<file path="src/rtl/bypass_tracker.sv">
// bypass_tracker: tracks EXE/MEM/WB register-write bypass state for a 3-stage back end
// Ports:
//   clk, resetn                       clock, synchronous active-low reset
//   id_to_exe_valid, id_rf_w_en,
//   id_rf_w_addr, id_is_load          instruction offered to EXE
//   exe_res_valid, exe_res, exe_stall ALU result return and external EXE hold
//   mem_rdata_valid, mem_rdata        load data return for the MEM instruction
//   flush                             kill EXE and MEM
//   exe_allowin                       EXE accepts the offered instruction this cycle
//   BY_to_WK_bus                      {addr, dv, wen} of EXE, MEM, WB (MSB first)
//   exe_w_data, mem_w_data, wb_w_data bypass data held per stage
module bypass_tracker #(
  parameter int DATA_WD = 32
) (
  input  logic               clk,
  input  logic               resetn,
  input  logic               id_to_exe_valid,
  input  logic               id_rf_w_en,
  input  logic [4:0]         id_rf_w_addr,
  input  logic               id_is_load,
  input  logic               exe_res_valid,
  input  logic [DATA_WD-1:0] exe_res,
  input  logic               exe_stall,
  input  logic               mem_rdata_valid,
  input  logic [DATA_WD-1:0] mem_rdata,
  input  logic               flush,
  output logic               exe_allowin,
  output logic [20:0]        BY_to_WK_bus,
  output logic [DATA_WD-1:0] exe_w_data,
  output logic [DATA_WD-1:0] mem_w_data,
  output logic [DATA_WD-1:0] wb_w_data
);
  logic               exe_valid, exe_w_en, exe_is_load, exe_dv;
  logic [4:0]         exe_addr;
  logic [DATA_WD-1:0] exe_data;
  logic               mem_valid, mem_w_en, mem_is_load, mem_dv;
  logic [4:0]         mem_addr;
  logic [DATA_WD-1:0] mem_data;
  logic               wb_valid, wb_w_en, wb_is_load, wb_dv;
  logic [4:0]         wb_addr;
  logic [DATA_WD-1:0] wb_data;
  logic               exe_ready_go, mem_ready_go, mem_allowin;
  logic               exe_cap, mem_cap, exe_go, mem_go, entry;
  logic               exe_dv_n;
  logic [DATA_WD-1:0] exe_data_n;
  logic               exe_wen, mem_wen, wb_wen;
  always_comb begin
    exe_ready_go = (exe_dv | exe_is_load) & ~exe_stall;
    mem_ready_go = mem_dv;
    mem_allowin  = ~mem_valid | mem_ready_go;
    exe_allowin  = ~exe_valid | (exe_ready_go & mem_allowin);
    exe_go       = exe_valid & exe_ready_go & mem_allowin;
    mem_go       = mem_valid & mem_ready_go;
    entry        = id_to_exe_valid & exe_allowin;
    // loads never take an ALU result; only the first result pulse is kept
    exe_cap      = exe_valid & exe_res_valid & ~exe_is_load & ~exe_dv;
    mem_cap      = mem_valid & mem_rdata_valid & ~mem_dv;
    // EXE contents after this edge's capture, used both in place and when moving to MEM
    exe_dv_n     = exe_dv | exe_cap;
    exe_data_n   = exe_cap ? exe_res : exe_data;
    exe_wen      = exe_valid & exe_w_en & (exe_addr != 5'd0);
    mem_wen      = mem_valid & mem_w_en & (mem_addr != 5'd0);
    wb_wen       = wb_valid & wb_w_en & (wb_addr != 5'd0);
    BY_to_WK_bus = {exe_addr, exe_dv, exe_wen, mem_addr, mem_dv, mem_wen, wb_addr, wb_dv, wb_wen};
    exe_w_data   = exe_data;
    mem_w_data   = mem_data;
    wb_w_data    = wb_data;
  end
  always_ff @(posedge clk) begin
    if (!resetn) begin
      exe_valid   <= 1'b0;
      exe_w_en    <= 1'b0;
      exe_is_load <= 1'b0;
      exe_dv      <= 1'b0;
      exe_addr    <= '0;
      exe_data    <= '0;
      mem_valid   <= 1'b0;
      mem_w_en    <= 1'b0;
      mem_is_load <= 1'b0;
      mem_dv      <= 1'b0;
      mem_addr    <= '0;
      mem_data    <= '0;
      wb_valid    <= 1'b0;
      wb_w_en     <= 1'b0;
      wb_is_load  <= 1'b0;
      wb_dv       <= 1'b0;
      wb_addr     <= '0;
      wb_data     <= '0;
    end else begin
      // WB always retires; a MEM->WB move completes even under flush
      wb_valid <= mem_go;
      if (mem_go) begin
        wb_w_en    <= mem_w_en;
        wb_is_load <= mem_is_load;
        wb_dv      <= mem_dv;
        wb_addr    <= mem_addr;
        wb_data    <= mem_data;
      end
      // flush kills EXE/MEM, drops any entry and freezes their remaining fields
      if (flush) begin
        exe_valid <= 1'b0;
        mem_valid <= 1'b0;
      end else begin
        if (exe_go) begin
          mem_valid   <= 1'b1;
          mem_w_en    <= exe_w_en;
          mem_is_load <= exe_is_load;
          mem_dv      <= exe_dv_n;
          mem_addr    <= exe_addr;
          mem_data    <= exe_data_n;
        end else begin
          mem_valid <= mem_valid & ~mem_go;
          if (mem_cap) begin
            mem_dv   <= 1'b1;
            mem_data <= mem_rdata;
          end
        end
        if (entry) begin
          exe_valid   <= 1'b1;
          exe_w_en    <= id_rf_w_en;
          exe_is_load <= id_is_load;
          exe_addr    <= id_rf_w_addr;
          exe_dv      <= 1'b0;
        end else begin
          exe_valid <= exe_valid & ~exe_go;
          exe_dv    <= exe_dv_n;
          exe_data  <= exe_data_n;
        end
      end
    end
  end
endmodule

</file>
<file path="config.mk">
export PLATFORM = sky130hd
export DESIGN_NAME = bypass_tracker
export DESIGN_NICKNAME = d
export VERILOG_FILES = /design/src/rtl/bypass_tracker.sv
export SDC_FILE = /design/constraint.sdc
export NUM_CORES = 1
export LEC_CHECK = 0
export CORE_MARGIN = 8
export CORE_UTILIZATION = 44
export DETAILED_ROUTE_END_ITERATION = 12
export PLACE_DENSITY_LB_ADDON = 0.3
export SLEW_MARGIN = 25
export SYNTH_ARGS = -nofsm -noshare
export SYNTH_HDL_FRONTEND = slang
export SYNTH_SLANG_ARGS = --single-unit
</file>
<file path="constraint.sdc">
create_clock -name clk -period 1.7 [get_ports clk]
set_input_delay 0.425 -clock clk [delete_from_list [all_inputs] [get_ports clk]]
set_output_delay 0.425 -clock clk [all_outputs]
set_load 0.01 [all_outputs]
</file>
==> results.ini <==
[outcome]
outcome = finished, violations left
violations = setup timing

[synthesis]
synth_cell_types = 38
ys_ff_latch = 121
synthCells = 570
synth_fp_nets = 648
yosysSeqAreaShare_pct = 48.6
yosysWarnings = 0
avgSynthCellArea_um2 = 8.75
synth_area_mm2 = 0.00498

[sta]
rsz0062_at_grt = true
drv_slew = 0
setup_viol = 3
fin_crit_ps = 1960
finalHoldViolations = 0
worst_pin_slew_ps = 312
max_slew_margin_pct = 79.2
postLayoutSetupSlackWorst_ps = -256
fin_skew_ps = 5.38
fin_crit_sh_pct = 115
clock.fmax_mhz = 511

[setup_path]
reg2reg_slack_ps = 100
slowest_stage = or3_4
worstSetupPathType = reg -> out
r2r_start = exe_dv
crit_path_end = BY_to_WK_bus[14]
crit_buf_inv = 1
cp_top_family = simple AND/OR/NAND/NOR gates
setup.worst_path.end_class = output port
ff2ff_path_depth = 5
cp_max_fo = 2
worstPathCellList = or3_4, o311a_1, buf_2
cp.required_ps = 1270
arrival_ps = 1530
crit_path_start = exe_addr[0]
start_kind = flip-flop
path_depth = 3
critical_path.max_stage_delay_ps = 370
r2r_end = mem_w_data[8]

[clock_network]
root_buffer = clkbuf_16
cts.path.max_buffers = 2
cts_sinks = 121
cts_max_level = 4
cts_tree = built
cts_hold_buf = 0
path_clk_slew_ps = 50
insertion_delay_ps = 410
numCtsBuffers = 17

[job]
cap_violations = 0

[drt]
drc = 0
wl_per_cell_um = 20.0
vias = 5270
vias_per_cell = 5.67
totalWireLength_um = 18600
final_antenna_net_count = 0
drt_iter0_markers = 409
first_pass_iters = 5

[place]
place.gp.congestion = 0.848
dpl_cell_area_mm2 = 0.00723
port_buffers = 195
preCtsSetupSlack_ps = -644
hpwl_um = 12600
post-place-cells = 892

[pwr]
cellPowerDensity_mw_per_mm2 = 911
vdd_drop_max_v = 0.000601
p_leak_nw = 3.31
power.total_mw = 7.13

[grt]
grt-ovfl-total = 0
grt_pass1_vias = 5434
antenna_found_initial = 0
grt_pass1_wl_um = 28400
grt_max_degree = 59
grt_use_total_pct = 24.0

[floorplanning]
placeableCoreArea_mm2 = 0.0112
rows = 39
die_w_um = 122
start_util_pct = 44.4
dieArea_mm2 = 0.0150
die_y_um = 122
ios = 196

[layout]
utilization_pct = 69.8
drive_gt1_share_pct = 14.2
fin_nets = 852
fin_cells = 930
antenna_cells = 0
area_delta_synth_final_pct = 57.1
postLayoutCellArea_mm2 = 0.00783

[hold_path]
hold_path.class = reg -> reg

[how the worst min path moves through the flow]
stage	startpoint	end	depth (start not counted)
after floorplan	wb_w_en	wb_w_en	2
after global placement	wb_w_data[29]	wb_w_data[29]	2
after detailed placement	wb_w_data[2]	wb_w_data[2]	2
after CTS	wb_w_data[2]	wb_w_data[2]	2
after global routing	wb_w_data[9]	wb_w_data[9]	2
final	wb_w_data[2]	wb_w_data[2]	2
[placed cells by master, fill, tap and decap left out, types with 3 or more instances in the layout]
cell type	n
clkinv_2	5
buf_12	4
dlygate4sd2_1	113
dfxtp_1	118
o2bb2ai_1	32
a21oi_1	77
inv_1	4
buf_2	3
o31ai_1	6
clkinvlp_4	3
nor2_1	4
a32oi_1	32
clkdlybuf4s50_1	76
nand3_1	32
clkbuf_16	17
buf_4	48
bufinv_16	4
dfxtp_2	3
and2_1	32
buf_6	3
mux2i_1	7
nand2_1	91
o21ai_0	32
nand4_1	6
[through the flow]
stage / TNS (ps) / hold WS [ps]
after CTS: -863 / 453
after global placement: -19150 / 443
final: -727 / 451
after detailed placement: -22430 / 449
after floorplan: 0 / 437
after global routing: -872 / 473
[Yosys cell counts]
cell	instances	area share, %
mux2i_1	7	1.4
buf_2	9	0.90
buf_1	10	0.75
nor4bb_1	1	0.20
nor2b_1	2	0.25
or3_1	3	0.38
buf_4	6	0.90
o41ai_4	1	0.55
o21bai_2	1	0.23
inv_2	1	0.075
o21ba_2	1	0.20
nor2_1	4	0.30
o31ai_1	6	0.90
and2_2	1	0.15
inv_1	4	0.30
and3b_2	1	0.20
a221oi_1	1	0.18
nand4_1	6	0.75
a21oi_1	78	7.8
nand2_1	91	6.9
clkbuf_1	36	2.7
a211oi_1	1	0.15
and4bb_2	1	0.25
buf_6	4	0.90
a311oi_4	1	0.53
or3b_2	1	0.18
dfxtp_1	121	49
a32oi_1	32	5.6
o311a_2	1	0.23
o311a_1	2	0.40
and2_1	32	4.0
o2bb2ai_1	32	5.6
o21ai_0	33	3.3
a31oi_1	2	0.25
nand3_1	32	3.2
nand4bb_1	1	0.23
nand2b_1	3	0.38
nor3_1	1	0.10
[area by class of cell]
| class | instances | area (um^2) |
|---|---|---|
| clock buffers | 19 | 443 |
| clock inverters | 13 | 176 |
| fillers | 918 | 3390 |
| inverters | 5 | 18.8 |
| multi-input cells | 379 | 2300 |
| flip-flops and latches | 121 | 2430 |
| well taps | 143 | 179 |
| repair buffers | 250 | 2290 |
[kinds of logic after synthesis]
kind of cell | Yosys count | share of synthesized area [%]
AOI/OAI and AO/OA | 192 | 26.0
buffers and inverters | 70 | 6.55
DFF | 121 | 48.6
muxes | 7 | 1.41
and+or+nand+nor | 180 | 17.4
[flip-flops by register name, indices dropped and copies added, names as in the netlist, 5 cells and up]
signal and count:
exe_w_data 32, mem_w_data 32, wb_w_data 32, exe_addr 5, mem_addr 5, wb_addr 5
[timing repair]
| item | in CTS | in global routing |
|---|---|---|
| resized for setup | 139 | 15 |
| buffers inserted | 1 | 3 |
| pin swaps | 1 | 2 |
| setup endpoints to repair | 125 | 44 |
| gates cloned | 1 | 1 |
| endpoints found under the hold margin | 0 | 0 |
[power breakdown]
part	total, mW	internal, mW	leakage [nW]	switching (mW)
sequential	2.88	2.86	0.977	0.0167
clock	3.76	2.48	0.299	1.28
combinational	0.496	0.268	2.03	0.227
total	7.13	5.61	3.31	1.52
[worst register-to-register path, stage by stage, from the launching register on]
cell,delay (ps)
dfxtp_2,360
buf_12,170
o21ba_2,270
a311oi_4,270
buf_4,290
o2bb2ai_1,170
[layer usage]
layer	share of wire, %	global-route usage (%)	vias to the layer above
met5	0	0	-
met2	48	40.1	242
met4	2.6	11.8	0
met1	41	27.3	2540
li1	-	-	2452
met3	8.6	7.73	36
(Power assumes the default switching activity.)
